### src/rtl/pc_unit_mc_pkg.sv
// pc_unit_mc_pkg: shared types and constants for the fetch PC generator.
//   NO_LOCK     - tag value meaning "target does not depend on a register"
//   pc_state_e  - fetch sequencer states
//   PC_ADDR_W / PC_LOCK_W - default instruction-address and lock-tag widths
package pc_unit_mc_pkg;
  localparam int PC_ADDR_W = 32;
  localparam int PC_LOCK_W = 5;
  localparam int NO_LOCK = 0;
  typedef enum logic [1:0] {
    ST_RUN      = 2'd0,
    ST_LOCKED   = 2'd1,
    ST_RESOLVED = 2'd2
  } pc_state_e;
endpackage

### src/rtl/pc_unit_mc_cdb_match.sv
// pc_cdb_match: selects the lowest-index CDB channel broadcasting a given tag.
//   i_tag        - tag to look for; NO_LOCK never matches
//   i_cdb_valid  - per-channel valid
//   i_cdb_index  - packed channel tags
//   i_cdb_result - packed channel results
//   o_hit        - some channel matched
//   o_result     - result of the lowest matching channel ('0 when no hit)
module pc_cdb_match
  import pc_unit_mc_pkg::*;
#(
  parameter int NUM_CDB = 2,
  parameter int LOCK_W  = PC_LOCK_W,
  parameter int ADDR_W  = PC_ADDR_W
) (
  input  logic [LOCK_W-1:0]         i_tag,
  input  logic [NUM_CDB-1:0]        i_cdb_valid,
  input  logic [NUM_CDB*LOCK_W-1:0] i_cdb_index,
  input  logic [NUM_CDB*ADDR_W-1:0] i_cdb_result,
  output logic                      o_hit,
  output logic [ADDR_W-1:0]         o_result
);
  always_comb begin
    o_hit = 1'b0;
    o_result = '0;
    for (int k = 0; k < NUM_CDB; k++) begin
      if (!o_hit && i_tag != LOCK_W'(NO_LOCK) && i_cdb_valid[k] && i_cdb_index[k*LOCK_W +: LOCK_W] == i_tag) begin
        o_hit = 1'b1;
        o_result = i_cdb_result[k*ADDR_W +: ADDR_W];
      end
    end
  end
endmodule

### src/rtl/pc_unit_mc.sv
// pc_unit_mc: fetch PC generator with register-tag freeze and CDB resolution.
//   clk, rst            - clock, asynchronous active-high reset
//   ce, pc              - I-cache enable and fetch address
//   pc_locked           - fetch frozen until the pending target is applied
//   dec_valid/lock/offset - decoder info for the instruction at pc
//   cdb_valid/index/result - NUM_CDB packed broadcast channels
//   rob_modify, rob_npc - ROB redirect
//   stall               - staller hold
module pc_unit_mc
  import pc_unit_mc_pkg::*;
#(
  parameter int                ADDR_W       = PC_ADDR_W,
  parameter int                LOCK_W       = PC_LOCK_W,
  parameter int                NUM_CDB      = 2,
  parameter logic [ADDR_W-1:0] RESET_PC     = '0,
  parameter int                INST_BYTES   = 4,
  parameter bit                CDB_RELATIVE = 1'b1
) (
  input  logic                      clk,
  input  logic                      rst,
  output logic                      ce,
  output logic [ADDR_W-1:0]         pc,
  output logic                      pc_locked,
  input  logic                      dec_valid,
  input  logic [LOCK_W-1:0]         dec_lock,
  input  logic [ADDR_W-1:0]         dec_offset,
  input  logic [NUM_CDB-1:0]        cdb_valid,
  input  logic [NUM_CDB*LOCK_W-1:0] cdb_index,
  input  logic [NUM_CDB*ADDR_W-1:0] cdb_result,
  input  logic                      rob_modify,
  input  logic [ADDR_W-1:0]         rob_npc,
  input  logic                      stall
);
  pc_state_e         r_state, w_state_n;
  logic              r_ce, r_locked;
  logic [ADDR_W-1:0] r_pc, r_pend, w_pc_n, w_pend_n;
  logic [LOCK_W-1:0] r_lock, w_lock_n;
  logic              w_lock_hit, w_dec_hit;
  logic [ADDR_W-1:0] w_lock_res, w_dec_res, w_lock_tgt, w_dec_tgt;

  pc_cdb_match #(.NUM_CDB(NUM_CDB), .LOCK_W(LOCK_W), .ADDR_W(ADDR_W)) u_lock_match (
    .i_tag(r_lock), .i_cdb_valid(cdb_valid), .i_cdb_index(cdb_index),
    .i_cdb_result(cdb_result), .o_hit(w_lock_hit), .o_result(w_lock_res)
  );

  // Same-cycle bypass: a decoder tag already on the CDB never freezes fetch.
  pc_cdb_match #(.NUM_CDB(NUM_CDB), .LOCK_W(LOCK_W), .ADDR_W(ADDR_W)) u_dec_match (
    .i_tag(dec_lock), .i_cdb_valid(cdb_valid), .i_cdb_index(cdb_index),
    .i_cdb_result(cdb_result), .o_hit(w_dec_hit), .o_result(w_dec_res)
  );

  assign w_lock_tgt = CDB_RELATIVE ? r_pc + w_lock_res : w_lock_res;
  assign w_dec_tgt  = CDB_RELATIVE ? r_pc + w_dec_res : w_dec_res;

  always_comb begin
    w_state_n = r_state;
    w_pc_n = r_pc;
    w_lock_n = r_lock;
    w_pend_n = r_pend;
    if (rob_modify) begin
      w_pc_n = rob_npc;
      w_state_n = ST_RUN;
      w_lock_n = LOCK_W'(NO_LOCK);
    end else begin
      case (r_state)
        ST_RUN: begin
          if (!stall) begin
            if (!dec_valid) w_pc_n = r_pc + ADDR_W'(INST_BYTES);
            else if (dec_lock == LOCK_W'(NO_LOCK)) w_pc_n = r_pc + dec_offset;
            else if (w_dec_hit) w_pc_n = w_dec_tgt;
            else begin
              w_lock_n = dec_lock;
              w_state_n = ST_LOCKED;
            end
          end
        end
        ST_LOCKED: begin
          if (w_lock_hit) begin
            w_lock_n = LOCK_W'(NO_LOCK);
            w_state_n = stall ? ST_RESOLVED : ST_RUN;
            w_pend_n = stall ? w_lock_tgt : r_pend;
            w_pc_n = stall ? r_pc : w_lock_tgt;
          end
        end
        ST_RESOLVED: begin
          if (!stall) begin
            w_pc_n = r_pend;
            w_state_n = ST_RUN;
            w_lock_n = LOCK_W'(NO_LOCK);
          end
        end
        default: w_state_n = ST_RUN;
      endcase
    end
  end

  always_ff @(posedge clk or posedge rst) begin
    if (rst) begin
      r_ce <= 1'b0;
      r_pc <= RESET_PC;
      r_state <= ST_RUN;
      r_lock <= LOCK_W'(NO_LOCK);
      r_pend <= '0;
      r_locked <= 1'b0;
    end else if (!r_ce) begin
      r_ce <= 1'b1;
    end else begin
      r_pc <= w_pc_n;
      r_state <= w_state_n;
      r_lock <= w_lock_n;
      r_pend <= w_pend_n;
      r_locked <= w_state_n != ST_RUN;
    end
  end

  assign ce = r_ce;
  assign pc = r_pc;
  assign pc_locked = r_locked;
endmodule

### config.mk
export PLATFORM = sky130hd
export DESIGN_NAME = pc_unit_mc
export DESIGN_NICKNAME = d
export VERILOG_FILES = /design/src/rtl/pc_unit_mc_pkg.sv /design/src/rtl/pc_unit_mc_cdb_match.sv /design/src/rtl/pc_unit_mc.sv
export SDC_FILE = /design/constraint.sdc
export NUM_CORES = 1
export LEC_CHECK = 0
export BUFFER_PORTS_ARGS = -buffer_cell sky130_fd_sc_hd__buf_2
export CORE_MARGIN = 4
export CORE_UTILIZATION = 50
export DETAILED_ROUTE_END_ITERATION = 8
export MAX_ROUTING_LAYER = met4
export PLACE_DENSITY = 0.76
export SYNTH_ARGS = -nofsm -noshare
export SYNTH_HDL_FRONTEND = slang
export SYNTH_HIERARCHICAL = 1
export SYNTH_SLANG_ARGS = --single-unit
### constraint.sdc
create_clock -name clk -period 3.9 [get_ports clk]
set_input_delay 0.195 -clock clk [delete_from_list [all_inputs] [get_ports clk]]
set_output_delay 0.195 -clock clk [all_outputs]
set_load 0.005 [all_outputs]
# After elaboration in Yosys (flattened, before gate mapping)
# Cells that the tools add are included.
# classes
n_addsub	4
n_reduce_logical	21
eq_ne	14
n_mux	34
bitwise	1
# ops
operator	count
32-bit two-way mux	12
32-bit adder	3
32-bit one-hot mux with 3 select lines	1
5-bit two-way mux	7
32-bit by 3-bit adder with 32-bit output (second input constant)	1
5-bit equality test	4
3-bit != test (second input constant)	6
2-bit two-way mux	8
5-bit one-hot mux with 3 select lines	1
1-bit logical AND	10
5-bit nonzero test	2
8-bit AND reduction	1
7-bit AND reduction	1
2-bit one-hot mux with 3 select lines	1
5-bit zero test	1
5-bit by 4-bit != test with 1-bit output (second input constant)	1
5-bit AND reduction	1
1-bit two-way mux	4
4-bit nonzero test	1
3-bit by 2-bit != test with 1-bit output (second input constant)	1
2-bit by 1-bit equality test with 1-bit output (second input constant)	1
2-bit equality test (second input constant)	1
1-bit zero test	2
2-bit zero test	1
other kinds (2)	2
# totals
regBits	73
word_cells	80
inputBits	150
out_inout_bits	34

# Depth between registers and ports, before layout
# Gate-level depths: netlist of the first run.
# logic_depth
depth_word	16
depth_mapped	19
ltp_nobuf	17

# By module
# The synthesis of the first run kept the hierarchy.
# modules_own_cells
module	seq_area_each_um2	cells_per_inst	n_inst	area_each_um2
pc_unit_mc	1826.8	1013	1	7861.3
pc_cdb_match	0.0	94	2	973.4

# Least setup slack after synthesis of the first run
# OpenSTA, ideal clock, no wires.
# synth_path
kind	input to register
from	input dec_lock[1]
to	register r_pc[31] (netlist: pc[31])
t_arrival_ns	4.150
required_time_ns	3.766
path_stages	18
n_path_buf	2
path_slack_ns	-0.384
setup_ns	0.134
cell_sequence	or4_4 > nor2_4 > or4_4 > buf_6 > buf_6 > mux2_4 > mux2_2 > ha_1 > o211ai_1 > o21a_1 > o21ai_2 > a311oi_1 > or4_4 > a211o_1 > o41ai_1 > nor3_1 > o21ba_1 > o221ai_2
# synth_via
elab_chain_len	16
elab_cells_between_ends	23
classes_between	add/sub: 1; eq/ne: 3; mux: 10; reduce/logical: 9
# synth_lines
item	line	text
start, declared	pc_unit_mc.sv:25	input logic [LOCK_W-1:0] dec_lock,
5-bit nonzero test	pc_unit_mc_cdb_match.sv:26	if (!o_hit && i_tag != LOCK_W'(NO_LOCK) && i_cdb_valid[k] && i_cdb_index[k*LOCK_W +: LOCK_W] == i_tag) begin
1-bit logical AND (2 in a row)	pc_unit_mc_cdb_match.sv:26	
1-bit two-way mux	pc_unit_mc_cdb_match.sv:26	
1-bit zero test	pc_unit_mc_cdb_match.sv:26	
1-bit logical AND (3 in a row)	pc_unit_mc_cdb_match.sv:26	
32-bit two-way mux *	pc_unit_mc_cdb_match.sv:26	
net w_dec_res[4]	pc_unit_mc.sv:39	logic [ADDR_W-1:0] w_lock_res, w_dec_res, w_lock_tgt, w_dec_tgt;
32-bit adder *	pc_unit_mc.sv:53	assign w_dec_tgt = CDB_RELATIVE ? r_pc + w_dec_res : w_dec_res;
32-bit two-way mux *	pc_unit_mc.sv:70	else if (w_dec_hit) w_pc_n = w_dec_tgt;
32-bit two-way mux *	pc_unit_mc.sv:69	else if (dec_lock == LOCK_W'(NO_LOCK)) w_pc_n = r_pc + dec_offset;
32-bit two-way mux *	pc_unit_mc.sv:68	if (!dec_valid) w_pc_n = r_pc + ADDR_W'(INST_BYTES);
32-bit two-way mux *	pc_unit_mc.sv:67	if (!stall) begin
32-bit one-hot mux with 3 select lines *	pc_unit_mc.sv:65	case (r_state)
32-bit two-way mux *	pc_unit_mc.sv:60	if (rob_modify) begin
end signal, assigned	pc_unit_mc.sv:108	r_pc <= w_pc_n;
end, declared	pc_unit_mc.sv:36	logic [ADDR_W-1:0] r_pc, r_pend, w_pc_n, w_pend_n;
# Mark *: on every way through the listed nets, which the timed path passes. The rest lies on a longest branch. The select of a mux whose other input is x is not followed.
# A chain may end at the register's enable or synchronous reset.

# Final worst setup path of the first run
# layout_path
from	register r_lock[3]
to	register r_pc[24] (netlist: pc[24])
# layout_via
elab_chain_len	14
elab_cells_between_ends	20
classes_between	add/sub: 1; eq/ne: 3; mux: 8; reduce/logical: 8
# layout_lines
item	line	text
start, declared	pc_unit_mc.sv:37	logic [LOCK_W-1:0] r_lock, w_lock_n;
start signal, assigned	pc_unit_mc.sv:102	r_lock <= LOCK_W'(NO_LOCK);
start signal, assigned	pc_unit_mc.sv:110	r_lock <= w_lock_n;
5-bit nonzero test	pc_unit_mc_cdb_match.sv:26	
1-bit logical AND (2 in a row)	pc_unit_mc_cdb_match.sv:26	
1-bit two-way mux	pc_unit_mc_cdb_match.sv:26	
1-bit zero test	pc_unit_mc_cdb_match.sv:26	
1-bit logical AND (3 in a row)	pc_unit_mc_cdb_match.sv:26	
32-bit two-way mux *	pc_unit_mc_cdb_match.sv:26	
net w_lock_res[3]	pc_unit_mc.sv:39	
32-bit adder *	pc_unit_mc.sv:52	assign w_lock_tgt = CDB_RELATIVE ? r_pc + w_lock_res : w_lock_res;
32-bit two-way mux *	pc_unit_mc.sv:82	w_pc_n = stall ? r_pc : w_lock_tgt;
32-bit two-way mux *	pc_unit_mc.sv:78	if (w_lock_hit) begin
32-bit one-hot mux with 3 select lines *	pc_unit_mc.sv:65	
32-bit two-way mux *	pc_unit_mc.sv:60	
# Marked as above.

==> results of run 1 <==
-- worst reg2reg max path, stage by stage (launching register included) --
cell	delay, ns
dfrtp_1	0.40
buf_6	0.14
xor2_2	0.14
or4_4	0.56
buf_6	0.17
mux2_4	0.31
ha_1	0.23
a21oi_2	0.21
nor2b_2	0.24
nand2_1	0.15
a21oi_2	0.24
o21ai_4	0.11
a221oi_2	0.31
a211oi_2	0.09
xor2_2	0.24
a221oi_4	0.33
a21oi_1	0.11
-- worst max-delay path by stage --
stage                           start  slack (ns)  depth (start not counted)          to
after floorplan           dec_lock[1]       -0.14                         18      pc[25]
after global placement    dec_lock[1]       -0.39                         17      pc[29]
after detailed placement  dec_lock[0]       -0.42                         17      pc[30]
after CTS                   r_lock[4]       -0.08                         15  r_pend[29]
after global routing        r_lock[2]       -0.38                         18      pc[28]
final                       r_lock[3]       -0.20                         16      pc[24]
-- power by group --
part	internal (uW)	total, uW	switching (uW)
logic	1360	2850	1500
clock network	421	763	343
registers	874	1150	280
-- timing repair --
action | in CTS | in global routing
hold buffers | 1 | 0
endpoints found under the hold margin | 14 | 0
buffers inserted | 7 | 18
resized for setup | 48 | 133
setup endpoints to repair | 34 | 38
pin swaps | 34 | 67
-- registers in the layout (all words and copies together), names as in the netlist --
signal	flops
r_pend	32
ce	1
pc	32
r_state	2
r_lock	5
pc_locked	1
-- metal layers --
metal / vias to the layer above / track usage, % / routed length, um / part of all wire, %
li1: 5209 / - / - / -
met1: 5466 / 47.9 / 16400 / 42
met2: 798 / 47.7 / 16900 / 43
met3: 150 / 4.57 / 4650 / 12
met4: 0 / 8.45 / 1300 / 3.3
met5: - / - / 0 / 0
-- final cells by class --
class	count	area [um^2]
Tap cell	260	325
Timing Repair Buffer	432	2980
Sequential cell	73	1830
Multi-Input combinational cell	1023	8340
Fill cell	1392	5170
Antenna cell	2	5.00
Inverter	28	108
Clock inverter	4	22.5
Clock buffer	10	229
-- cells in the final DEF (no fill, tap or decap), types with 11 or more instances in the layout --
master	count
a21oi_1	72
ha_1	54
inv_1	26
nand3_1	24
mux2_2	33
xnor2_1	55
nor2_1	68
nor2b_1	12
o211ai_1	15
buf_4	226
xor2_1	26
o21ai_1	20
o21ai_2	11
buf_6	16
mux2_4	63
a21o_1	23
nand2_1	151
o21ai_0	53
a31oi_1	14
dfrtp_1	73
buf_2	178
ha_4	11
nor4b_1	56
nand4_1	19
a21oi_2	12
xnor2_2	11
nor3_1	12
-- metrics by stage --
step	TNS (ns)	power, uW
2_1_floorplan	-0.568	2430
3_3_place_gp	-4.61	3520
3_5_place_dp	-6.07	3570
4_1_cts	-0.748	4420
5_1_grt	-6.60	5000
6_report	-2.70	4770
-- cells by family after synthesis --
kind of cell / synth area share (%)
AND/OR/NAND/NOR: 22.0
AO/OA/AOI/OAI: 22.7
buffers and inverters: 4.66
multiplexers: 13.9
XOR/XNOR: 8.75
flip-flops: 18.6
adder cells (fa/ha/maj): 9.34
other: 0.0382
==> flow_summary.json, run 1 <==
{
  "synth-edff-count": 0,
  "ys_seq_area_share_pct": 18.6,
  "cts_sinks": 73,
  "cts-root-buf": "clkbuf_16",
  "hp-class": "in2reg",
  "place_congestion": 0.988,
  "rr_startpoint": "r_lock[3]",
  "place_hpwl_mm": 28.6,
  "setup_viol_count_final": 26,
  "power_per_cell_area_nw_per_um2": 345,
  "r2r.worst_path.cells": 16,
  "synth.yosys.warnings": 6,
  "total_vias_in_the_final_route": 11600,
  "synth_cell_types": 73,
  "path_class": "reg2reg",
  "design.core.area_um2": 19000,
  "layout.cell_area.non_filler_um2": 13800,
  "tritoncts": "built",
  "arrival_ns": 4.32,
  "groute.usage.overall_pct": 32.7,
  "timing.critical_path.slowest_cell_delay_ns": 0.56,
  "worstHoldEndpoint": "pc[1]",
  "worst_pin_slew_ns": 0.950,
  "starting_density_pct": 51.6,
  "placedCellCount": 1793,
  "grt_antenna_before_repair": 2,
  "die_area_um2": 21900,
  "drive_gt1_share_pct": 43.1,
  "worst_path_cell_chain": "buf_6, xor2_2, or4_4, buf_6, mux2_4, ha_1, a21oi_2, nor2b_2, nand2_1, a21oi_2, o21ai_4, a221oi_2, a211oi_2, xor2_2, a221oi_4, a21oi_1",
  "globalRouteOverflowTotal": 0,
  "vias_in_the_first_global_route": 10400,
  "worst-path-buf-inv": 2,
  "synth_area_leaders": "dfrtp_1, ha_1, mux2_4",
  "cpLargestDelayFamily": "compound AO/OA/AOI/OAI gates",
  "fin_cells": 1832,
  "floorplan.io_pins": 184,
  "ir_drop_v": 0.000276,
  "wirelength_mm": 39.3,
  "fp-row-count": 50,
  "fin_nets": 1789,
  "worst_slack_ns": -0.198,
  "worst_hold_path.num_cells": 3,
  "flow.area_growth_from_synthesis_pct": 41.1,
  "synth-seq-cells": 73,
  "largest_net_degree_at_the_start_of_global_routing": 47,
  "cts.path.max_buffers": 2,
  "vias_per_cell": 6.34,
  "synth.cells.most_frequent": "nand2_1, a21oi_1, o21ai_0, dfrtp_1, nor2_1",
  "drv_cap": 0,
  "timing.slew.headroom_pct": 36.5,
  "worst_r2r_dst": "pc[24]",
  "worst-path-max-fanout": 5,
  "synthCells": 1201,
  "critical_path.endpoint_type": "register",
  "numPortBuffers": 183,
  "timing.fmax_mhz": 244,
  "cts.clk_slew.worst_paths_ns": 0.06,
  "run_status": "finished, violations left",
  "wire_per_inst_um": 21.4,
  "syn_area_um2": 9810,
  "synth.largest_area_cell": "dfrtp_1",
  "pre_cts_slack_ns": -0.418,
  "syn_avg_cell_area_um2": 8.17,
  "crit_path_start_kind": "register",
  "clock_latency_ns": 0.35,
  "remaining_drc_errors": 0,
  "synthesis.nets": 1423,
  "power.leakage_uw": 0.00647,
  "worst_hold_startpoint": "rob_npc[1]",
  "cts-buffers-inserted": 9,
  "cts_htree_levels": 3,
  "timing_hold_violations_final": 0,
  "die_h_um": 148,
  "worst_ep_required_ns": 4.12,
  "setup.reg_to_reg.worst_slack_ns": -0.20,
  "layout.core_utilization_pct": 72.8,
  "postRouteAntennaNets": 0,
  "detailedRoute.firstPassIterationCount": 6,
  "floorplan.die.width_um": 148,
  "drt_first_iter_violations": 1469,
  "post-synth-top-count-cell": "nand2_1",
  "grt_setup_unrepaired": "yes",
  "slew_violations": 0,
  "synth_top_cell_area_share_pct": 18.6,
  "min_period_over_period_pct": 105,
  "grt_first_pass_wirelength_mm": 56.0,
  "period_needed_ns": 4.10,
  "violations": "setup timing",
  "clock_skew_ns": 0.0142,
  "place_area_um2": 12600,
  "top_flip_flop_cell_by_instance_count_after_synthesis": "dfrtp_1",
  "fin_worst_hold_slack_ns": 0.123,
  "critical_path.slowest_cell": "or4_4",
  "ys_async_sr_fraction_pct": 100
}
No activity file was read; power rests on OpenSTA's default activity.
==> run 2, diff against run 1 <==
--- a/config.mk
+++ b/config.mk
@@ -5,12 +5,13 @@
 export SDC_FILE = /design/constraint.sdc
 export NUM_CORES = 1
 export LEC_CHECK = 0
+export ABC_AREA = 1
 export BUFFER_PORTS_ARGS = -buffer_cell sky130_fd_sc_hd__buf_2
 export CORE_MARGIN = 4
 export CORE_UTILIZATION = 50
 export DETAILED_ROUTE_END_ITERATION = 8
 export MAX_ROUTING_LAYER = met4
-export PLACE_DENSITY = 0.76
+export PLACE_DENSITY = 0.74
 export SYNTH_ARGS = -nofsm -noshare
 export SYNTH_HDL_FRONTEND = slang
 export SYNTH_HIERARCHICAL = 1
==> flow_summary.json, run 2 <==
{
  "place_hpwl_mm": 38.9,
  "design.core.area_um2": 23700,
  "cts.clk_slew.worst_paths_ns": 0.08,
  "combinational_family_with_the_most_area_after_synthesis": "simple AND/OR/NAND/NOR gates",
  "synthCells": 2095,
  "pre_cts_slack_ns": 0.313,
  "area_share_of_xor_xnor_cells_in_the_synthesized_design_pct": 2.45,
  "timing.fmax_mhz": 285,
  "path_class": "reg2reg",
  "worst-path-buf-inv": 3,
  "reg_area_um2": 1830,
  "vias_in_the_first_global_route": 13000,
  "grt_setup_unrepaired": "no",
  "place_area_um2": 13300,
  "synth.largest_area_cell": "nand2_1",
  "worst_pin_slew_ns": 0.952,
  "synth.mux.area_fraction_pct": 3.06,
  "worst_slack_ns": 0.389,
  "timing_hold_violations_final": 6,
  "most_used_cells_in_the_layout_excluding_fill_and_tap_cells": "nand2_1, inv_1, nand3_1",
  "area_of_combinational_cells_with_multiple_inputs_um2": 8640,
  "worst_ep_required_ns": 4.16,
  "filler_cell_count": 2515,
  "groute.usage.overall_pct": 35.6,
  "arrival_ns": 3.78,
  "layout.cells.most_common": "nand2_1",
  "run_status": "finished, violations left",
  "totalNegativeSetupSlack_ns": 0,
  "drive_gt1_share_pct": 17.3,
  "timing.critical_path.slowest_cell_delay_ns": 0.44,
  "synth-edff-count": 0,
  "hp-class": "in2async",
  "globalRouteOverflowTotal": 0,
  "largest_net_degree_at_the_start_of_global_routing": 47,
  "die_h_um": 164,
  "cts.repair.resized": 0,
  "critical_path.slowest_cell": "dfrtp_1",
  "place_congestion": 1.04,
  "vias_per_cell": 5.56,
  "synth_area_leaders": "nand2_1, dfrtp_1, inv_1",
  "grt_antenna_before_repair": 0,
  "adder_cell_fraction_of_synth_area_pct": 7.55,
  "syn_area_um2": 12100,
  "setup_viol_count_final": 0,
  "synthesis.nets": 2317,
  "cts_setup_buffers": 0,
  "cpMostUsedCell": "nand2_1",
  "min_period_over_period_pct": 90.0,
  "synth.cells.most_frequent": "nand2_1, inv_1, nand3_1, nor2_1, a21oi_1",
  "numPortBuffers": 183,
  "cts_sinks": 73,
  "floorplan.io_pins": 184,
  "starting_density_pct": 51.2,
  "startpoint": "r_lock[1]",
  "wirelength_mm": 47.5,
  "top_flip_flop_cell_by_instance_count_after_synthesis": "dfrtp_1",
  "clock_latency_ns": 0.36,
  "synth_compound_area_share_pct": 9.07,
  "grt_first_pass_wirelength_mm": 72.1,
  "flow.area_growth_from_synthesis_pct": 11.9,
  "cts.path.max_buffers": 2,
  "post_synth_simple_gate_area_pct": 48.9,
  "fin_nets": 2480,
  "total_vias_in_the_final_route": 14400,
  "fin_worst_hold_slack_ns": -0.0117,
  "slew_violations": 0,
  "crit_path_start_kind": "register",
  "synth-seq-cells": 73,
  "antennaDiodeCount": 0,
  "ys_seq_area_share_pct": 15.1,
  "rr_startpoint": "r_lock[1]",
  "detailedRoute.firstPassIterationCount": 6,
  "cts_htree_levels": 3,
  "clock_skew_ns": 0.0120,
  "synth.yosys.warnings": 6,
  "post-synth-top-count-cell": "nand2_1",
  "tritoncts": "built",
  "violations": "hold timing",
  "power_per_cell_area_nw_per_um2": 364,
  "drv_cap": 0,
  "power.leakage_uw": 0.00799,
  "layout.cell_area.non_filler_um2": 13600,
  "timing.slew.headroom_pct": 36.6,
  "floorplan.die.width_um": 164,
  "period_needed_ns": 3.51,
  "worst_path_cell_chain": "nand2_1, nand2_1, nor2_4, nand2_4, nor2_8, buf_4, nand3_2, nand2_1, ha_1, nand2_1, inv_1, a21oi_1, nand2_1, a21oi_1, nand3_1, nand3_1, nand2_1, nand2_1, nand3_1, nand2_1, inv_1",
  "cts-root-buf": "clkbuf_16",
  "synth_cell_types": 55,
  "fp-row-count": 56,
  "ir_drop_v": 0.000244,
  "remaining_drc_errors": 0,
  "wire_per_inst_um": 18.4,
  "ys_async_sr_fraction_pct": 100,
  "postRouteAntennaNets": 0,
  "cpLargestDelayFamily": "simple AND/OR/NAND/NOR gates",
  "die_area_um2": 26800,
  "cts-buffers-inserted": 9,
  "critical_path.endpoint_type": "register",
  "syn_avg_cell_area_um2": 5.79,
  "worst-path-max-fanout": 17,
  "cts_hold_buffers": 0,
  "synth_top_cell_area_share_pct": 23.7,
  "drt_first_iter_violations": 1460
}
run 2: changes by cell type in the layout (fill, tap and decap cells not counted), sizes merged, moves of 14 or more:
cell | before | now
a21oi | 88 | 106
nor4b | 64 | 0
nand2 | 158 | 785
a221oi | 16 | 0
nand3 | 25 | 271
o21ai | 85 | 69
mux2 | 96 | 33
inv | 28 | 332
buf | 431 | 211
xnor2 | 67 | 15
a21o | 23 | 1
nor2b | 14 | 0
nor2 | 74 | 172
run 2: path summary, 6_finish.rpt:
path	endpoint	slack [ns]	cells past startpoint
min reg2reg	pc_locked	0.50	2
max in group asynchronous	r_pend[17]	2.97	3
max	pc[29]	0.39	21
min in group clk	pc[4]	0.16	3
max reg2reg	pc[29]	0.39	21
min	ce	-0.01	2
run 2: per-layer routing:
metal	wire [um]	GRT usage, %	vias up
met1	20400	47.8	6536
met5	0	-	-
li1	-	-	6966
met3	4020	2.71	93
met2	21300	56.9	759
met4	1800	12.2	0
run 2: kinds of logic after synthesis:
group | count (synthesis)
AO/OA/AOI/OAI | 202
multiplexers | 33
XOR/XNOR | 34
adder cells (fa/ha/maj) | 72
buffers and inverters | 393
AND/OR/NAND/NOR | 1287
flip-flops | 73
other | 1
run 2: power breakdown:
part           switching [uW]  total (uW)  internal [uW]  leakage (uW)
Sequential                375        1270            892      0.000884
Combinational            1830        2750            917       0.00695
Clock                     400         922            522      0.000150
Total                    2600        4940           2330       0.00799
run 2: stage by stage:
| step | power (uW) | instances | utilization, % |
|---|---|---|---|
| detailed placement | 3950 | 2566 | 56.0 |
| finish | 4940 | 2582 | 57.3 |
| global route | 5290 | 2582 | 57.3 |
| global placement | 3920 | 2566 | 56.0 |
| CTS | 4870 | 2582 | 57.3 |
| floorplan | 3010 | 2095 | - |
run 2: final cells by class:
type / count / share of cell area [%]
clock buffer: 10 / 1.76
clock inverter: 6 / 0.535
inverter: 334 / 9.30
multi-input combinational: 1629 / 63.6
sequential: 73 / 13.5
tap: 319 / 2.94
timing repair buffer: 211 / 8.39
==> run 3, diff against run 2 <==
--- a/config.mk
+++ b/config.mk
@@ -8,10 +8,10 @@
 export ABC_AREA = 1
 export BUFFER_PORTS_ARGS = -buffer_cell sky130_fd_sc_hd__buf_2
 export CORE_MARGIN = 4
-export CORE_UTILIZATION = 50
+export CORE_UTILIZATION = 45
 export DETAILED_ROUTE_END_ITERATION = 8
 export MAX_ROUTING_LAYER = met4
-export PLACE_DENSITY = 0.74
+export PLACE_DENSITY = 0.68
 export SYNTH_ARGS = -nofsm -noshare
 export SYNTH_HDL_FRONTEND = slang
 export SYNTH_HIERARCHICAL = 1
==> flow_summary.json, run 3 (synthesis gave the netlist of run 2 again) <==
{
  "run_status": "finished, final reports clean",
  "fin_nets": 2482,
  "flow.area_growth_from_synthesis_pct": 12.0,
  "total_vias_in_the_final_route": 14300,
  "power.switching_fraction_pct": 53.2,
  "wirelength_mm": 50.1,
  "grt_setup_unrepaired": "no",
  "most_used_cells_in_the_layout_excluding_fill_and_tap_cells": "nand2_1, inv_1, nand3_1",
  "place_hpwl_mm": 41.3,
  "largest_net_degree_at_the_start_of_global_routing": 53,
  "cts-buffers-inserted": 9,
  "worst_pin_slew_ns": 1.02,
  "grt_antenna_before_repair": 0,
  "arrival_ns": 3.84,
  "share_of_power_burned_in_registers_pct": 25.5,
  "totalNegativeSetupSlack_ns": 0,
  "clock_skew_ns": 0.00926,
  "cts_htree_levels": 3,
  "worst-path-max-fanout": 19,
  "critical_path.endpoint_type": "register",
  "cts.repair.resized": 0,
  "antennaDiodeCount": 0,
  "groute.usage.overall_pct": 33.9,
  "postRouteAntennaNets": 0,
  "tritoncts": "built",
  "cts-root-buf": "clkbuf_16",
  "min_period_over_period_pct": 92.2,
  "cts.path.max_buffers": 2,
  "crit_path_start_kind": "register",
  "wire_per_inst_um": 19.3,
  "drv_cap": 0,
  "power.net_switching_uw": 2630,
  "drive_gt1_share_pct": 17.4,
  "detailedRoute.firstPassIterationCount": 5,
  "cts.clk_slew.worst_paths_ns": 0.07,
  "power_per_cell_area_nw_per_um2": 364,
  "path_class": "reg2reg",
  "power.clock.fraction_pct": 18.1,
  "floorplan.io_pins": 184,
  "power.leakage_uw": 0.00800,
  "cts_hold_buffers": 0,
  "clock_latency_ns": 0.36,
  "timing_hold_violations_final": 0,
  "grt_first_pass_wirelength_mm": 74.5,
  "place_congestion": 1.05,
  "timing.fmax_mhz": 278,
  "die_area_um2": 29600,
  "fin_cells": 2600,
  "hp-class": "in2async",
  "combPwrFrac_pct": 56.4,
  "ir_drop_v": 0.000185,
  "period_needed_ns": 3.60,
  "timing.slew.headroom_pct": 32.0,
  "die_h_um": 172,
  "globalRouteOverflowTotal": 0,
  "fp-row-count": 59,
  "fin_worst_hold_slack_ns": 0.0304,
  "vias_per_cell": 5.49,
  "drt_first_iter_violations": 1356,
  "cts_sinks": 73,
  "layout.cells.most_common": "nand2_1",
  "totalPowerFinal_uw": 4940,
  "worst_ep_required_ns": 4.15,
  "internal-power_uw": 2310,
  "layout.core_utilization_pct": 51.7,
  "floorplan.die.width_um": 172,
  "vias_in_the_first_global_route": 13200,
  "remaining_drc_errors": 0,
  "numPortBuffers": 183,
  "slew_violations": 0,
  "starting_density_pct": 46.2,
  "design.core.area_um2": 26300,
  "placedCellCount": 2581,
  "setup_viol_count_final": 0
}
run 3: layout make-up:
cell class / instances / area [um^2]
fillers: 2823 / 12700
multi-input cells: 1629 / 8630
flip-flops and latches: 73 / 1830
inverters: 334 / 1260
repair buffers: 213 / 1150
well taps: 335 / 419
clock buffers: 9 / 225
clock inverters: 7 / 75.1
run 3: per-layer routing:
layer  GRT usage (%)  wire, um
met5               -         0
met4            11.3      2030
met3            3.66      3710
met2            53.5     22400
met1            45.7     22000
run 3: timing repair:
item	4_1_cts	5_1_grt
hold endpoints to repair	0	0
buffers inserted	0	3
endpoints found under the setup margin	0	3
run 3: worst paths after layout:
check,startpoint,endpoint,slack [ns],cells after the start
min in group clk,dec_lock[3],r_lock[3],0.17,3
min reg2reg,pc_locked,pc_locked,0.50,2
max in group asynchronous,rst,r_pend[27],2.95,3
max reg2reg,r_lock[4],pc[24],0.30,23
max,r_lock[4],pc[24],0.30,23
min,rst,pc[2],0.03,2
run 3: power by group through the flow:
stage                     registers, uW  logic, uW  clock network (uW)
final                              1260       2790                 894
after detailed placement           1270       2720                   0
after global routing               1270       3090                 932
after floorplan                    1110       1900                   0
after CTS                          1250       2740                 904
after global placement             1270       2700                   0
run 3: per-stage QoR:
step / cell area (um^2) / setup slack, ns
after floorplan: 12100 / 1.14
after global placement: 13300 / 0.340
after detailed placement: 13300 / 0.290
after CTS: 13600 / 0.320
after global routing: 13600 / 0.0584
final: 13600 / 0.305
run 3: worst max-delay path, stage by stage (launching register included):
cell,delay [ns]
dfrtp_1,0.42
inv_1,0.10
nand2_1,0.05
nand2_1,0.05
nand2_1,0.09
nor2_4,0.26
nand2_4,0.21
buf_4,0.31
nand3_2,0.09
nand2_1,0.05
ha_1,0.37
nand2_1,0.11
nor2_1,0.24
inv_1,0.08
o21bai_1,0.23
nand2_1,0.14
nand3_1,0.09
nand2_1,0.09
nand3_1,0.08
nand2_1,0.11
nand2_1,0.09
nand3_1,0.08
nand2_1,0.06
inv_1,0.04
